$ cat src/rtl/multicycle_ctrl.sv
// Multicycle MIPS-style control FSM with memory-wait timeout and sticky error flags.
// Defining MCTRL_JAL_EN adds the JAL state; otherwise opcode 3 is illegal.
module multicycle_ctrl #(
    parameter int unsigned ALUOP_W     = 3,
    parameter int unsigned MEM_TIMEOUT = 15
) (
    input  logic               clk,
    input  logic               rst_n,
    input  logic [5:0]         opcode,
    input  logic               mem_ready,
    output logic               pc_write,
    output logic               pc_write_cond,
    output logic               branch_ne,
    output logic               ir_write,
    output logic               i_or_d,
    output logic               mem_read,
    output logic               mem_write,
    output logic               reg_write,
    output logic               alu_src_a,
    output logic [1:0]         reg_dst,
    output logic [1:0]         mem_to_reg,
    output logic [1:0]         pc_source,
    output logic [2:0]         alu_src_b,
    output logic [ALUOP_W-1:0] alu_op,
    output logic               illegal,
    output logic               bus_err,
    output logic [3:0]         state_o
);

    typedef enum logic [3:0] {
        StFetch   = 4'd0,
        StDecode  = 4'd1,
        StExecR   = 4'd2,
        StExecI   = 4'd3,
        StMemAddr = 4'd4,
        StMemRd   = 4'd5,
        StMemWr   = 4'd6,
        StWbMem   = 4'd7,
        StWbAlu   = 4'd8,
        StBranch  = 4'd9,
        StJump    = 4'd10,
`ifdef MCTRL_JAL_EN
        StJal     = 4'd11,
`endif
        StError   = 4'd12
    } state_e;

    localparam logic [2:0] AluAdd   = 3'b000;
    localparam logic [2:0] AluSub   = 3'b001;
    localparam logic [2:0] AluAnd   = 3'b010;
    localparam logic [2:0] AluOr    = 3'b011;
    localparam logic [2:0] AluXor   = 3'b100;
    localparam logic [2:0] AluSlt   = 3'b101;
    localparam logic [2:0] AluFunct = 3'b110;

    // Counter value on the last wait cycle allowed before a bus error.
    localparam logic [7:0] TimeoutLast = 8'(MEM_TIMEOUT - 1);

    state_e     state_q, state_d;
    logic [7:0] wait_q, wait_d;
    logic       illegal_q, illegal_d;
    logic       bus_err_q, bus_err_d;
    logic [2:0] alu_code;
    logic       wait_expired;

    assign wait_expired = (wait_q == TimeoutLast);

    always_comb begin
        state_d       = state_q;
        wait_d        = '0;
        illegal_d     = illegal_q;
        bus_err_d     = bus_err_q;
        pc_write      = 1'b0;
        pc_write_cond = 1'b0;
        branch_ne     = 1'b0;
        ir_write      = 1'b0;
        i_or_d        = 1'b0;
        mem_read      = 1'b0;
        mem_write     = 1'b0;
        reg_write     = 1'b0;
        alu_src_a     = 1'b0;
        reg_dst       = 2'b00;
        mem_to_reg    = 2'b00;
        pc_source     = 2'b00;
        alu_src_b     = 3'b000;
        alu_code      = AluAdd;

        case (state_q)
            StFetch: begin
                mem_read  = 1'b1;
                alu_src_b = 3'b001;
                if (mem_ready) begin
                    ir_write = 1'b1;
                    pc_write = 1'b1;
                    state_d  = StDecode;
                end else if (wait_expired) begin
                    state_d   = StError;
                    bus_err_d = 1'b1;
                end else begin
                    wait_d = wait_q + 8'd1;
                end
            end
            StDecode: begin
                alu_src_b = 3'b101;
                case (opcode)
                    6'd0:                       state_d = StExecR;
                    6'd4, 6'd5:                 state_d = StBranch;
                    6'd8, 6'd10, 6'd11, 6'd12,
                    6'd13, 6'd14, 6'd15:        state_d = StExecI;
                    6'd35, 6'd43:               state_d = StMemAddr;
                    6'd2:                       state_d = StJump;
`ifdef MCTRL_JAL_EN
                    6'd3:                       state_d = StJal;
`endif
                    default: begin
                        state_d   = StError;
                        illegal_d = 1'b1;
                    end
                endcase
            end
            StExecR: begin
                alu_src_a = 1'b1;
                alu_code  = AluFunct;
                state_d   = StWbAlu;
            end
            StExecI: begin
                alu_src_a = 1'b1;
                state_d   = StWbAlu;
                case (opcode)
                    6'd10, 6'd11: begin alu_code = AluSlt; alu_src_b = 3'b010; end
                    6'd12:        begin alu_code = AluAnd; alu_src_b = 3'b011; end
                    6'd13:        begin alu_code = AluOr;  alu_src_b = 3'b011; end
                    6'd14:        begin alu_code = AluXor; alu_src_b = 3'b011; end
                    6'd15:        begin alu_code = AluAdd; alu_src_b = 3'b100; end
                    default:      begin alu_code = AluAdd; alu_src_b = 3'b010; end
                endcase
            end
            StWbAlu: begin
                reg_write = 1'b1;
                reg_dst   = (opcode == 6'd0) ? 2'b01 : 2'b00;
                state_d   = StFetch;
            end
            StMemAddr: begin
                alu_src_a = 1'b1;
                alu_src_b = 3'b010;
                state_d   = (opcode == 6'd35) ? StMemRd : StMemWr;
            end
            StMemRd, StMemWr: begin
                i_or_d    = 1'b1;
                mem_read  = (state_q == StMemRd);
                mem_write = (state_q == StMemWr);
                if (mem_ready) begin
                    state_d = (state_q == StMemRd) ? StWbMem : StFetch;
                end else if (wait_expired) begin
                    state_d   = StError;
                    bus_err_d = 1'b1;
                end else begin
                    wait_d = wait_q + 8'd1;
                end
            end
            StWbMem: begin
                reg_write  = 1'b1;
                mem_to_reg = 2'b01;
                state_d    = StFetch;
            end
            StBranch: begin
                alu_src_a     = 1'b1;
                alu_code      = AluSub;
                pc_write_cond = 1'b1;
                pc_source     = 2'b01;
                branch_ne     = (opcode == 6'd5);
                state_d       = StFetch;
            end
            StJump: begin
                pc_write  = 1'b1;
                pc_source = 2'b10;
                state_d   = StFetch;
            end
`ifdef MCTRL_JAL_EN
            StJal: begin
                pc_write   = 1'b1;
                pc_source  = 2'b10;
                reg_write  = 1'b1;
                reg_dst    = 2'b10;
                mem_to_reg = 2'b10;
                state_d    = StFetch;
            end
`endif
            default: state_d = StError;
        endcase

        // Hold every strobe and select low while reset is asserted.
        if (!rst_n) begin
            pc_write      = 1'b0;
            pc_write_cond = 1'b0;
            branch_ne     = 1'b0;
            ir_write      = 1'b0;
            i_or_d        = 1'b0;
            mem_read      = 1'b0;
            mem_write     = 1'b0;
            reg_write     = 1'b0;
            alu_src_a     = 1'b0;
            reg_dst       = 2'b00;
            mem_to_reg    = 2'b00;
            pc_source     = 2'b00;
            alu_src_b     = 3'b000;
            alu_code      = AluAdd;
        end
    end

    always_ff @(posedge clk) begin
        if (!rst_n) begin
            state_q   <= StFetch;
            wait_q    <= '0;
            illegal_q <= 1'b0;
            bus_err_q <= 1'b0;
        end else begin
            state_q   <= state_d;
            wait_q    <= wait_d;
            illegal_q <= illegal_d;
            bus_err_q <= bus_err_d;
        end
    end

    assign alu_op  = ALUOP_W'(alu_code);
    assign illegal = illegal_q;
    assign bus_err = bus_err_q;
    assign state_o = state_q;

endmodule

$ cat config.mk
export PLATFORM = sky130hd
export DESIGN_NAME = multicycle_ctrl
export DESIGN_NICKNAME = d
export VERILOG_FILES = /design/src/rtl/multicycle_ctrl.sv
export SDC_FILE = /design/constraint.sdc
export NUM_CORES = 1
export LEC_CHECK = 0
export ABC_AREA = 1
export CELL_PAD_IN_SITES_DETAIL_PLACEMENT = 1
export CELL_PAD_IN_SITES_GLOBAL_PLACEMENT = 1
export CORE_MARGIN = 5
export CORE_UTILIZATION = 30
export DETAILED_ROUTE_END_ITERATION = 10
export PLACE_DENSITY = 0.84
export SYNTH_ARGS = -nofsm -noshare
export SYNTH_HDL_FRONTEND = slang
export SYNTH_SLANG_ARGS = --single-unit
$ cat constraint.sdc
create_clock -name clk -period 1.62 [get_ports clk]
set_input_delay 0.324 -clock clk [delete_from_list [all_inputs] [get_ports clk]]
set_output_delay 0.324 -clock clk [all_outputs]
set_load 0.01 [all_outputs]
==> flow_summary_export.csv, run 1 <==
group,metric,value,unit
place,detailedPlace.worstSlack,-0.766,ns
cts,post_cts_hold_buffer_count,0,
worst_setup_path,critical_path_required,1.30,ns
power_and_ir_drop,p_int,1.63,mW
place,place.gp.congestion,0.815,
job,drv_cap,0,
sta,fin_tns_setup,-1.94,ns
cts,tritoncts_num_sinks,14,
cells_and_area,n_antenna_cell,0,
floorplanning,design.core.area,0.00369,sq mm
worst_setup_path,critical_path_peak_fanout,3,
power_and_ir_drop,netSwitchingFraction,0.475,
cts,clockBufferDepth,2,
synthesis,post_syn_area,0.00116,sq mm
drt,routed_wirelength,6.98,mm
synthesis,yosys_warnings,0,
cells_and_area,finalCoreUtilization,0.611,
synthesis,postSynth.asyncResetShare,0,
cts,h-tree-depth,1,
power_and_ir_drop,combinational_power_share,0.711,
synthesis,synth_edf_count,0,
synthesis,ys_types,31,
drt,via_per_inst,5.34,
worst_setup_path,worst-setup-path-type,"reg -> out",
worst_setup_path,slowest_delay,0.34,ns
run_status,failing_checks,"setup timing",
power_and_ir_drop,p_sw,1.48,mW
drt,wl_per_cell,20.7,um
synthesis,synth.yosys.seq_area_share,0.242,
synthesis,post_synth_inst_count,200,
sta,post_layout_min_period,1.83,ns
global_route,global_route.overflow_total,0,
place,dp_hpwl,3.49,mm
floorplanning,floorplan.die.width,72.1,um
drt,drt.antenna.violating_nets,0,
power_and_ir_drop,power_density,1380,mW/mm^2
synthesis,synth-main-ff-cell,"dfxtp_1",
hold_path,hp-class,"reg -> reg",
global_route,grt_antenna_before_repair,0,
floorplanning,design.die.area,0.00520,sq mm
worst_setup_path,timing.critical_path.to_type,"primary output",
synthesis,synth_largest_area_cell,"dfxtp_1",
run_status,status,"complete, but fails checks",
global_route,first_pass_grt_wire_length,9.67,mm
floorplanning,initial_utilization,0.314,
power_and_ir_drop,cellLeakagePower,1.12,nW
sta,timing.clock.skew,0.00102,ns
sta,grt_setup_unrepaired,"yes",
cts,clk-insertion-delay-late,0.26,ns
sta,worst_slack,-0.207,ns
drt,drt_first_pass_iters,4,
synthesis,avgSynthCellArea,5.79,sq um
cells_and_area,syn2layout_area_growth,94.8,%
global_route,grt_max_degree,15,
sta,timing_hold_violations_final,0,
worst_setup_path,crit_path_cell_trace,"inv_2, buf_4, nand2_4, nor2_4, a21oi_1, nor2_1, buf_2",
cts,cts_root_cell,"clkbuf_8",
cells_and_area,finish.net_count,301,
power_and_ir_drop,power.share.sequential,0.171,
cells_and_area,final_cell_area,0.00225,sq mm
synthesis,synth.top_cells.by_area,"dfxtp_1 (24%), nand2_1 (14%), nor2_1 (13%)",
drt,route.vias.total,1798,
worst_setup_path,data_arrival_time_of_the_critical_path,1.50,ns
cts,clkTransAtPathRegs,0.06,ns
sta,setup_viol,20,
floorplanning,die_h,72.1,um
floorplanning,design.portCount,36,
cts,tritoncts,"yes",
global_route,via_count_of_the_first_global_routing_pass,1936,
drt,first_iter_violations,132,
cells_and_area,final_layout_size_suffix_gt1_frac,0.564,
place,detailed_place.area,0.00184,sq mm
place,placement.io_buffers,33,
sta,timing.final.max_slew_violations,0,
sta,fmax,0.547,GHz
drt,detail_route.drc_violations,0,
sta,post-route-period-util,1.13,
synthesis,yosys.area.top_type_share,0.242,
cts,cts_made_buffers,3,
synthesis,ys_ff_latch,14,
worst_setup_path,cp_slowest_cell,"dfxtp_2",
global_route,all_layer_gr_usage,0.237,
power_and_ir_drop,clock_power_share,0.118,
worst_setup_path,worstSetupStartpointType,"flop",
floorplanning,floorplan.rows,22,
power_and_ir_drop,peakVddDrop,0.755,mV
power groups by stage:
stage | sequential, mW | clock (mW) | combinational (mW)
global placement | 0.468 | 0 | 1.40
CTS | 0.500 | 0.350 | 1.78
finish | 0.532 | 0.367 | 2.21
global route | 0.537 | 0.396 | 2.35
floorplan | 0.499 | 0 | 0.613
detailed placement | 0.474 | 0 | 1.44
worst max-delay path: cells and delay by family (launching register included):
kind / cells / cell delay [ns]
buffers and inverters: 3 / 0.42
AO/OA/AOI/OAI: 1 / 0.10
AND/OR/NAND/NOR: 3 / 0.37
flip-flops: 1 / 0.34
cells in the mapped netlist (2+ instances only):
master and number:
a21oi_1 8, a31oi_1 2, buf_4 3, dfxtp_1 14, ha_1 2, inv_1 29
inv_2 3, nand2_1 44, nand3_1 16, nand4_1 5, nor2_1 41, nor2_2 3
nor3_1 3, o21ai_0 9, xor2_1 2
flip-flops by register name (all words and copies together) (netlist names):
name and cells:
state_o 4, wait_q 8, bus_err 1, illegal 1
placed cells by master, fill, tap and decap left out, drive strengths merged:
master         instances
o22ai                  1
buf                   76
nor3                   4
ha                     2
nor2                  45
o21ai                  9
a31oi                  2
inv                   32
clkdlybuf4s15          2
conb                   2
dlygate4sd2            4
nor3b                  1
a22oi                  1
o211ai                 1
and2                   1
xnor2                  1
a211oi                 1
xor2                   2
or2                    1
nor4                   1
clkdlybuf4s50          3
nand4                  5
clkbuf                 6
dfxtp                 14
nand3                 17
a21oi                  8
nand2                 45
dlymetal6s2s           2
layer usage:
metal  part of all wire  global-route usage  vias to the layer above
met1               0.38               0.272                      858
met5                  0                   0                        -
met2               0.52               0.434                       93
met3              0.055              0.0249                       35
met4              0.046               0.109                        0
li1                   -                   -                      812
layout make-up:
type                    instances  area [sq um]
fillers                       489          1430
multi-input cells             150          1010
repair buffers                 89           713
flip-flops and latches         14           293
inverters                      32           123
well taps                      48          60.1
clock buffers                   4          55.1
per-stage QoR:
step / power (mW) / instances / hold slack, ns
floorplan: 1.11 / 201 / 0.422
global placement: 1.87 / 318 / 0.439
detailed placement: 1.91 / 318 / 0.436
CTS: 2.63 / 333 / 0.457
global route: 3.28 / 337 / 0.487
finish: 3.11 / 337 / 0.462
final timing paths:
kind	startpoint	end	slack [ns]	depth (start not counted)
worst max register to register	wait_q[0]	state_o[1]	-0.07	9
worst max-delay path	state_o[3]	alu_src_b[2]	-0.21	7
worst min register to register	illegal	illegal	0.46	2
worst min-delay path	illegal	illegal	0.46	2
kinds of logic (layout without fill, tap and decap cells):
family,count (synthesis),count (layout),share of synthesized area
buffers and inverters,37,125,0.131
other,1,2,0.00324
xor gates and xnor gates,3,3,0.0227
AOI/OAI and AO/OA,23,23,0.109
DFF,14,14,0.242
and+or+nand+nor,120,120,0.470
adders and majority gates,2,2,0.0216
timing repair:
action	in CTS	in global routing
setup buffers	13	7
resized for setup	148	59
setup endpoints to repair	25	33
pin swaps	19	18
No activity file was read; power rests on OpenSTA's default activity.
==> inputs of run 2 (changes only) <==
PLACE_DENSITY = not set   (was 0.84)
PLACE_DENSITY_LB_ADDON = 0.1   (was not set)
==> run 2 against run 1 <==
  * The flow still finishes with violations (setup timing)
  * Worst hold slack got worse by 0.020 ns
  * Clock skew barely moved
  * Maximum frequency down 3.5%
  * Critical path depth is 2 higher
  * First-iteration DRC count down 8.3%
  * Worst setup slack got worse by 0.066 ns
  * Non-clock buffer count up 9
  * Critical endpoint is now branch_ne
  * Largest power group unchanged
  * Highest routed layer unchanged
==> flow_summary_export.csv, run 2 (synthesis results as in run 1) <==
group,metric,value,unit
worst_setup_path,data_arrival_time_of_the_critical_path,1.57,ns
hold_path,hp-class,"reg -> reg",
cells_and_area,max_ffs_per_register,8,
power_and_ir_drop,power_density,1340,mW/mm^2
power_and_ir_drop,power.share.sequential,0.163,
power_and_ir_drop,netSwitchingFraction,0.478,
global_route,via_count_of_the_first_global_routing_pass,1823,
sta,timing.final.max_slew_violations,0,
drt,first_iter_violations,121,
place,placement.io_buffers,33,
cts,clk-insertion-delay-late,0.24,ns
cells_and_area,mostFrequentLayoutCells,"buf_4 (55), nand2_1 (26), nor2_1 (21)",
sta,post_layout_min_period,1.89,ns
floorplanning,initial_utilization,0.314,
cts,clockBufferDepth,2,
cells_and_area,mostFrequentLayoutCell,"buf_4",
floorplanning,design.portCount,36,
cells_and_area,largest_register,"wait_q",
global_route,grt_max_degree,13,
cells_and_area,multi_input_area,0.00103,sq mm
run_status,status,"complete, but fails checks",
sta,worst_slack,-0.273,ns
floorplanning,design.die.area,0.00520,sq mm
cts,clkTransAtPathRegs,0.06,ns
hold_path,hold_path_depth,2,
cts,tritoncts,"yes",
sta,post-route-period-util,1.17,
sta,fmax,0.528,GHz
drt,routed_wirelength,7.09,mm
worst_setup_path,critical-path-top-delay-family,"simple AND/OR/NAND/NOR gates",
cells_and_area,final_layout_size_suffix_gt1_frac,0.596,
job,drv_cap,0,
power_and_ir_drop,combinational_power_share,0.744,
worst_setup_path,critical_path_peak_fanout,2,
place,detailedPlace.worstSlack,-0.770,ns
worst_setup_path,worstSetupStartpointType,"flop",
sta,fin_tns_setup,-2.46,ns
global_route,all_layer_gr_usage,0.215,
worst_setup_path,critical_path_cell_count,9,
cells_and_area,finish.net_count,310,
drt,drt_first_pass_iters,4,
power_and_ir_drop,cellLeakagePower,1.14,nW
floorplanning,design.core.area,0.00369,sq mm
worst_setup_path,timing.critical_path.to_type,"primary output",
sta,timing_hold_violations_final,0,
worst_setup_path,reg2reg_depth,11,
power_and_ir_drop,p_sw,1.48,mW
sta,hold-worst-slack,0.442,ns
drt,via_per_inst,5.33,
place,place.gp.congestion,0.868,
cts,h-tree-depth,1,
global_route,first_pass_grt_wire_length,8.91,mm
cts,post_cts_hold_buffer_count,0,
cells_and_area,n_antenna_cell,0,
drt,drt.antenna.violating_nets,0,
worst_setup_path,worst_path_most_repeated_cell,"inv_2",
floorplanning,die_h,72.1,um
place,dp_hpwl,3.69,mm
floorplanning,floorplan.die.width,72.1,um
sta,grt_setup_unrepaired,"yes",
power_and_ir_drop,report.power.total,3.09,mW
power_and_ir_drop,p_int,1.61,mW
sta,timing.clock.skew,0.00130,ns
cts,cts_root_cell,"clkbuf_8",
power_and_ir_drop,peakVddDrop,0.669,mV
run_status,failing_checks,"setup timing",
power_and_ir_drop,clock_power_share,0.093,
worst_setup_path,slowest_delay,0.35,ns
cells_and_area,syn2layout_area_growth,99.5,%
cts,cts_made_buffers,3,
worst_setup_path,cp_slowest_cell,"dfxtp_2",
global_route,grt_antenna_before_repair,0,
cells_and_area,fill_cells,479,
global_route,global_route.overflow_total,0,
cts,tritoncts_num_sinks,14,
worst_setup_path,critical_path_required,1.30,ns
worst_setup_path,crit_path_cell_trace,"inv_2, nor2_4, inv_2, nor2_2, inv_2, nor2_4, inv_2, nor4_2, buf_2",
sta,setup_viol,28,
floorplanning,floorplan.rows,22,
worst_setup_path,worst-setup-path-type,"reg -> out",
drt,detail_route.drc_violations,0,
drt,route.vias.total,1838,
cells_and_area,seq_area,293,sq um
worst_setup_path,cp.buffers_inverters,5,
drt,wl_per_cell,20.6,um
## run 2: cell type report
cell class	instances	share of cell area
Tap cell	48	0.0260
Inverter	32	0.0531
Sequential cell	14	0.127
Timing Repair Buffer	98	0.330
Clock buffer	3	0.0179
Multi-Input combinational cell	150	0.446
## run 2: per-layer routing
metal / part of all wire / vias to the layer above / global-route usage
met5: 0 / - / 0
met4: 0.047 / 0 / 0.0626
met3: 0.042 / 30 / 0.0235
met2: 0.53 / 73 / 0.420
met1: 0.38 / 908 / 0.240
li1: - / 827 / -
## run 2: worst register-to-register path, delay by kind of cell, from the launching register on
kind                   cells  cell delay, ns
DFF                        1            0.33
buffers and inverters      5            0.64
and+or+nand+nor            6            0.67
## run 2: stage by stage
stage | instances | utilization | instance area [sq um]
finish | 345 | 0.626 | 2310
global route | 345 | 0.626 | 2310
floorplan | 201 | - | 1160
CTS | 339 | 0.571 | 2100
detailed placement | 327 | 0.515 | 1900
global placement | 327 | 0.515 | 1900
## run 2: final timing paths
| kind | end | slack, ns | from |
|---|---|---|---|
| max | branch_ne | -0.27 | state_o[3] |
| min | bus_err | 0.44 | bus_err |
| max reg2reg | wait_q[3] | -0.09 | state_o[3] |
| min reg2reg | bus_err | 0.44 | bus_err |
## run 2: what timing repair did
item,4_1_cts,5_1_grt
setup endpoints to repair,26,31
gates resized for setup,154,55
setup buffers,9,6
pin swaps,17,24
## run 2: power groups by stage
stage,registers (mW),logic [mW],clock network (mW)
floorplan,0.499,0.613,0
global placement,0.465,1.46,0
detailed placement,0.466,1.52,0
CTS,0.483,1.81,0.290
global route,0.512,2.43,0.302
finish,0.504,2.30,0.286
